===== config.mk =====
export PLATFORM = sky130hd
export DESIGN_NAME = cr_had_dbg_req_ctrl
export DESIGN_NICKNAME = d
export VERILOG_FILES = /design/src/rtl/cr_had_dbg_req_ctrl.sv
export SDC_FILE = /design/constraint.sdc
export NUM_CORES = 1
export LEC_CHECK = 0
export BUFFER_PORTS_ARGS = -buffer_cell sky130_fd_sc_hd__buf_2
export CORE_UTILIZATION = 30
export CTS_BUF_LIST = sky130_fd_sc_hd__clkbuf_8
export DETAILED_ROUTE_END_ITERATION = 6
export PLACE_DENSITY_LB_ADDON = 0.3
export SYNTH_ARGS = -nofsm -noshare
export SYNTH_HDL_FRONTEND = slang
export SYNTH_SLANG_ARGS = --single-unit

===== constraint.sdc =====
create_clock -name cpuclk -period 1.7 [get_ports cpuclk]
set_input_delay 0.51 -clock cpuclk [delete_from_list [all_inputs] [get_ports cpuclk]]
set_output_delay 0.51 -clock cpuclk [all_outputs]
set_load 0.005 [all_outputs]

===== src/rtl/cr_had_dbg_req_ctrl.sv =====
// HAD debug-request handshake: enters/leaves core debug mode on halt, breakpoint or trace.
// Optional 8-bit trace step counter under macro CR_HAD_TRACE_CNT_EN.
module cr_had_dbg_req_ctrl (
  input  logic       cpuclk,
  input  logic       cpurst,
  input  logic       trace_ctrl_req,
  input  logic       regs_haltreq,
  input  logic       bkpt_req,
  input  logic       regs_exit_dbg,
  input  logic       iu_yy_xx_dbgon,
  input  logic       regs_trace_cnt_sel,
  input  logic [7:0] regs_xx_wdata,
  output logic       had_core_dbg_mode_req,
  output logic       had_core_exit_dbg,
  output logic [2:0] had_regs_dbg_cause,
  output logic [7:0] had_regs_trace_cnt
);

  typedef enum logic [1:0] {IDLE, REQ, DEBUG, EXIT} state_e;

  localparam logic [2:0] CAUSE_NONE  = 3'b000;
  localparam logic [2:0] CAUSE_HALT  = 3'b001;
  localparam logic [2:0] CAUSE_BKPT  = 3'b010;
  localparam logic [2:0] CAUSE_TRACE = 3'b100;

  state_e     state_q;
  logic       req_q;
  logic       exit_q;
  logic [2:0] cause_q;
  logic       trace_go;

`ifdef CR_HAD_TRACE_CNT_EN
  logic [7:0] cnt_q, cnt_d;

  // Load beats decrement; the counter saturates at zero.
  always_comb begin
    cnt_d = cnt_q;
    if (regs_trace_cnt_sel)
      cnt_d = regs_xx_wdata;
    else if (trace_ctrl_req && (cnt_q != 8'd0))
      cnt_d = cnt_q - 8'd1;
  end

  always_ff @(posedge cpuclk) begin
    if (cpurst) cnt_q <= 8'd0;
    else        cnt_q <= cnt_d;
  end

  assign trace_go           = trace_ctrl_req & (cnt_q == 8'd0);
  assign had_regs_trace_cnt = cnt_q;
`else
  logic unused_cnt_ok;
  assign unused_cnt_ok      = ^{regs_trace_cnt_sel, regs_xx_wdata};
  assign trace_go           = trace_ctrl_req;
  assign had_regs_trace_cnt = 8'd0;
`endif

  always_ff @(posedge cpuclk) begin
    if (cpurst) begin
      state_q <= IDLE;
      req_q   <= 1'b0;
      exit_q  <= 1'b0;
      cause_q <= CAUSE_NONE;
    end else begin
      case (state_q)
        IDLE: begin
          // Core already in debug by other means: follow it without a request.
          if (iu_yy_xx_dbgon) begin
            state_q <= DEBUG;
            cause_q <= CAUSE_NONE;
          end else if (regs_haltreq | bkpt_req | trace_go) begin
            state_q <= REQ;
            req_q   <= 1'b1;
            cause_q <= regs_haltreq ? CAUSE_HALT :
                       bkpt_req     ? CAUSE_BKPT : CAUSE_TRACE;
          end
        end
        REQ: begin
          if (iu_yy_xx_dbgon) begin
            state_q <= DEBUG;
            req_q   <= 1'b0;
          end
        end
        DEBUG: begin
          if (regs_exit_dbg) begin
            state_q <= EXIT;
            exit_q  <= 1'b1;
          end else if (!iu_yy_xx_dbgon) begin
            state_q <= IDLE;
          end
        end
        EXIT: begin
          if (!iu_yy_xx_dbgon) begin
            state_q <= IDLE;
            exit_q  <= 1'b0;
          end
        end
        default: begin
          state_q <= IDLE;
          req_q   <= 1'b0;
          exit_q  <= 1'b0;
        end
      endcase
    end
  end

  assign had_core_dbg_mode_req = req_q;
  assign had_core_exit_dbg     = exit_q;
  assign had_regs_dbg_cause    = cause_q;

endmodule


== Yosys cells after proc, flatten, opt, wreduce, memory -nomap -nowiden ==
Cells that the tools add are included.
W data, S select, Z words.

* Equality and inequality tests: 9
* Muxes and demuxes: 17
* Bitwise gates (word level): 2
* Reduce and logical (&&, ||, !) cells: 8

{| class="wikitable"
|+ Operator list
! cell !! count
|-
| $mux W3 || 4
|-
| $mux W2 || 5
|-
| $ne A2 B2 Y1 const B || 5
|-
| $pmux W2 S4 || 1
|-
| $reduce_bool A2 Y1 || 3
|-
| $mux W1 || 5
|-
| $eq A2 B2 Y1 const B || 2
|-
| $pmux W1 S2 || 2
|-
| $reduce_and A2 Y1 || 2
|-
| $reduce_and A4 Y1 || 1
|-
| $ne A3 B3 Y1 const B || 1
|-
| $reduce_and A3 Y1 || 1
|-
| $eq A2 B1 Y1 const B || 1
|-
| $logic_not A2 Y1 || 1
|-
| $or A1 B1 Y1 || 2
|}

* Bits in registers: 7
* Input bits: 16
* Output and inout bits: 13
* Logic and storage cells: 40

== Longest topological paths before layout ==
* Depth in word-level cells: 5
* Gate-level depth with buffers: 4
* Mapped depth without buffers: 3

== Worst setup path after synthesis ==
No wires, ideal clock.

* Path type: in2reg
* Start point: input regs_haltreq
* End point: register state_q[0]
* Setup time: 117 ps
* Data arrival time: 1347 ps
* Path slack: 236 ps
* Cell stages on the path: 3
* Cells stage by stage: or3_4 > or3_1 > and4b_1

* Word-level cells in the longest chain between the ends: 4

{| class="wikitable"
|+ Ends and longest elaborated chain
! item !! line !! text
|-
| start: declaration || 7 || <nowiki>input logic regs_haltreq,</nowiki>
|-
| $or A1 B1 Y1 (2 in a row) || 71 || <nowiki>end else if (regs_haltreq | bkpt_req | trace_go) begin</nowiki>
|-
| $ne A3 B3 Y1 (no line) || -- ||
|-
| $reduce_and A2 Y1 (no line) || -- ||
|-
| end signal: assignment || 69 || <nowiki>state_q <= DEBUG;</nowiki>
|-
| end signal: assignment || 72 || <nowiki>state_q <= REQ;</nowiki>
|-
| end signal: assignment || 80 || <nowiki>state_q <= DEBUG;</nowiki>
|-
| end: declaration || 26 || <nowiki>state_e state_q;</nowiki>
|}

Every way passes these cells.
A chain may end at the register's enable or synchronous reset.

== Worst setup path after layout ==
* Start point: input bkpt_req
* End point: register state_q[0]

* Word-level cells in the longest chain between the ends: 4

{| class="wikitable"
|+ Ends and longest elaborated chain
! item !! line !! text
|-
| start: declaration || 8 || <nowiki>input logic bkpt_req,</nowiki>
|-
| $or A1 B1 Y1 (2 in a row) || 71 ||
|-
| $ne A3 B3 Y1 (no line) || -- ||
|-
| $reduce_and A2 Y1 (no line) || -- ||
|}

Every way passes these cells.

==> flow_metrics.py <==
metrics = {
    "run_status": {
        "status": "finished clean",
    },
    "sta": {
        "fin_tns_setup_ns": 0,
        "clock.fmax_ghz": 0.730,
        "clock_skew_ns": 0.00237,
        "fin_crit_ns": 1.37,
        "hold_viol_final": 0,
        "setup_viol": 0,
        "rsz0062_at_grt": "no",
        "report.final.slew_viol_count": 0,
        "period_share": 0.806,
    },
    "global_routing": {
        "grt_max_degree": 11,
        "grt_overflow": 0,
        "grt_pass1_vias": 309,
        "grt_pass1_wl_mm": 1.27,
        "antenna_found_initial": 0,
        "track_usage": 0.135,
    },
    "floorplanning": {
        "ios": 29,
        "initial_core_util": 0.338,
        "core_area_mm2": 0.00116,
        "die_y_um": 38.1,
        "dieArea_mm2": 0.00145,
        "row_count": 12,
        "fp.dieW_um": 38.1,
    },
    "critical_path": {
        "cp_top_family": "simple AND/OR/NAND/NOR gates",
        "worst-path-stages": 4,
        "crit_buf_inv": 1,
        "cp_slowest_cell": "or3_4",
        "cp-end-kind": "register",
        "crit_fanout": 4,
        "cpPeakStageDelay_ns": 0.37,
        "crit_required_ns": 1.81,
        "worstRegToRegCells": 3,
        "critPathKind": "in -> reg",
        "startpoint_type": "input port",
        "cp.arrival_ns": 1.48,
        "path_cells": "buf_2, or3_4, or3_1, and4b_1",
    },
    "logic_synthesis": {
        "syn_area_per_cell_um2": 8.13,
        "syn-cell-area_um2": 390,
        "yosysSeqAreaShare": 0.359,
        "yosys_warnings": 0,
        "synth-seq-cells": 7,
        "post_synth_num_cell_types": 19,
        "postSynthCellCount": 48,
    },
    "route": {
        "first_pass_iters": 2,
        "drc": 0,
        "postRouteAntennaNets": 0,
        "drt-initial-drc-count": 9,
        "vias": 346,
        "wire_per_inst_um": 9.29,
        "viasPerCell": 4.61,
        "finalWirelength_um": 697,
    },
    "clock_tree": {
        "cts-hold-fix-buffers": 0,
        "clock_latency_ns": 0.22,
        "cts_setup_buffers": 0,
        "cts_buffer_depth": 2,
        "cts_tree": "built",
        "cts_sinks": 7,
        "cts_resized": 0,
        "clk_pin_slew_ns": 0.04,
        "root_buffer": "clkbuf_8",
        "numCtsBuffers": 3,
        "h-tree-depth": 1,
    },
    "finish": {
        "postLayoutCoreUtil": 0.410,
        "drive_gt1_frac": 0.279,
        "area_growth_pct": 21.5,
        "final_common_cell": "buf_2",
        "diodes": 0,
        "num-nets-final": 78,
        "final_cell_mix": "11 x buf_2, 8 x conb_1, 7 x dfxtp_1",
    },
    "min_path": {
        "worstHoldPathCells": 2,
        "min_path_type": "reg -> reg",
    },
    "place": {
        "place_congestion": 0.749,
        "place_hpwl_um": 495,
        "numPortBuffers": 11,
    },
    "pwr": {
        "vdd_drop_max_mv": 0.736,
        "p_leak_nw": 0.225,
        "cellPowerDensity_mw_per_mm2": 1010,
        "p_total_mw": 0.477,
    },
    "run": {
        "maxCapViolCount": 0,
    },
}
[path summary, 6_finish.rpt]
check / startpoint / endpoint / slack (ns)
setup / recovery: bkpt_req / state_q[0]$_SDFFE_PP0P_ / 0.33
hold / removal: had_regs_dbg_cause[0]$_SDFFE_PP0P_ / had_regs_dbg_cause[0]$_SDFFE_PP0P_ / 0.47
setup reg to reg: state_q[1]$_SDFFE_PP0P_ / state_q[0]$_SDFFE_PP0P_ / 0.65
hold reg to reg: had_regs_dbg_cause[0]$_SDFFE_PP0P_ / had_regs_dbg_cause[0]$_SDFFE_PP0P_ / 0.47
[flip-flops by register name, summed over array words and instances (netlist names)]
name                   cells
had_core_exit_dbg          1
had_regs_dbg_cause         3
state_q                    2
had_core_dbg_mode_req      1
[per-stage QoR]
stage / worst slack [ns] / std cells / instance area (um2) / hold WS (ns)
final: 0.330 / 75 / 474 / 0.466
after global routing: 0.318 / 75 / 474 / 0.492
after CTS: 0.335 / 75 / 474 / 0.467
after detailed placement: 0.100 / 71 / 429 / 0.461
after global placement: 0.0998 / 71 / 429 / 0.456
after floorplan: 0.236 / 55 / 417 / 0.454
[Yosys cell counts]
cell type  number  area, um2
buf_4           8       60.1
and4b_1         1       10.0
a21oi_1         6       30.0
nor2_1          6       22.5
or3_4           1       11.3
o31a_2          1       10.0
nand2b_1        2       12.5
clkbuf_1        2       7.51
a2bb2oi_1       2       17.5
nand3_1         1       5.00
nand3b_1        1       7.51
dfxtp_1         7        140
or3_1           1       6.26
conb_1          1       3.75
inv_1           1       3.75
nor3_1          3       15.0
nor4_1          1       6.26
a31oi_1         1       6.26
o31ai_1         2       15.0
[layout make-up]
| class | count | area [um2] |
|---|---|---|
| tap | 14 | 17.5 |
| fill | 121 | 682 |
| multi-input combinational | 37 | 205 |
| clock inverter | 1 | 3.75 |
| timing repair buffer | 12 | 62.6 |
| sequential | 7 | 140 |
| clock buffer | 3 | 41.3 |
| inverter | 1 | 3.75 |
[cell families after synthesis]
kind of cell | share of synthesized area
buffers and inverters | 0.183
other | 0.00961
AND/OR/NAND/NOR | 0.247
AO/OA/AOI/OAI | 0.202
flip-flops | 0.359
[metal layers]
| metal | share of wire | track usage | vias to the layer above |
|---|---|---|---|
| met3 | 0.093 | 0.0872 | 2 |
| li1 | - | - | 179 |
| met2 | 0.43 | 0.182 | 15 |
| met5 | 0 | 0 | - |
| met1 | 0.46 | 0.155 | 150 |
| met4 | 0.013 | 0.0804 | 0 |
[where the power goes]
| group | total (mW) | leakage (nW) | switching, mW | internal, mW |
|---|---|---|---|---|
| Combinational | 0.0672 | 0.140 | 0.0338 | 0.0334 |
| Sequential | 0.190 | 0.0577 | 0.0121 | 0.177 |
| Clock | 0.221 | 0.0269 | 0.0651 | 0.155 |
[worst reg2reg max path, stage by stage, from the launching register on]
cell	delay [ns]
dfxtp_1	0.48
nand2b_1	0.12
a2bb2oi_1	0.14
and4b_1	0.20
Note: power is estimated with default switching activity, not from simulation.
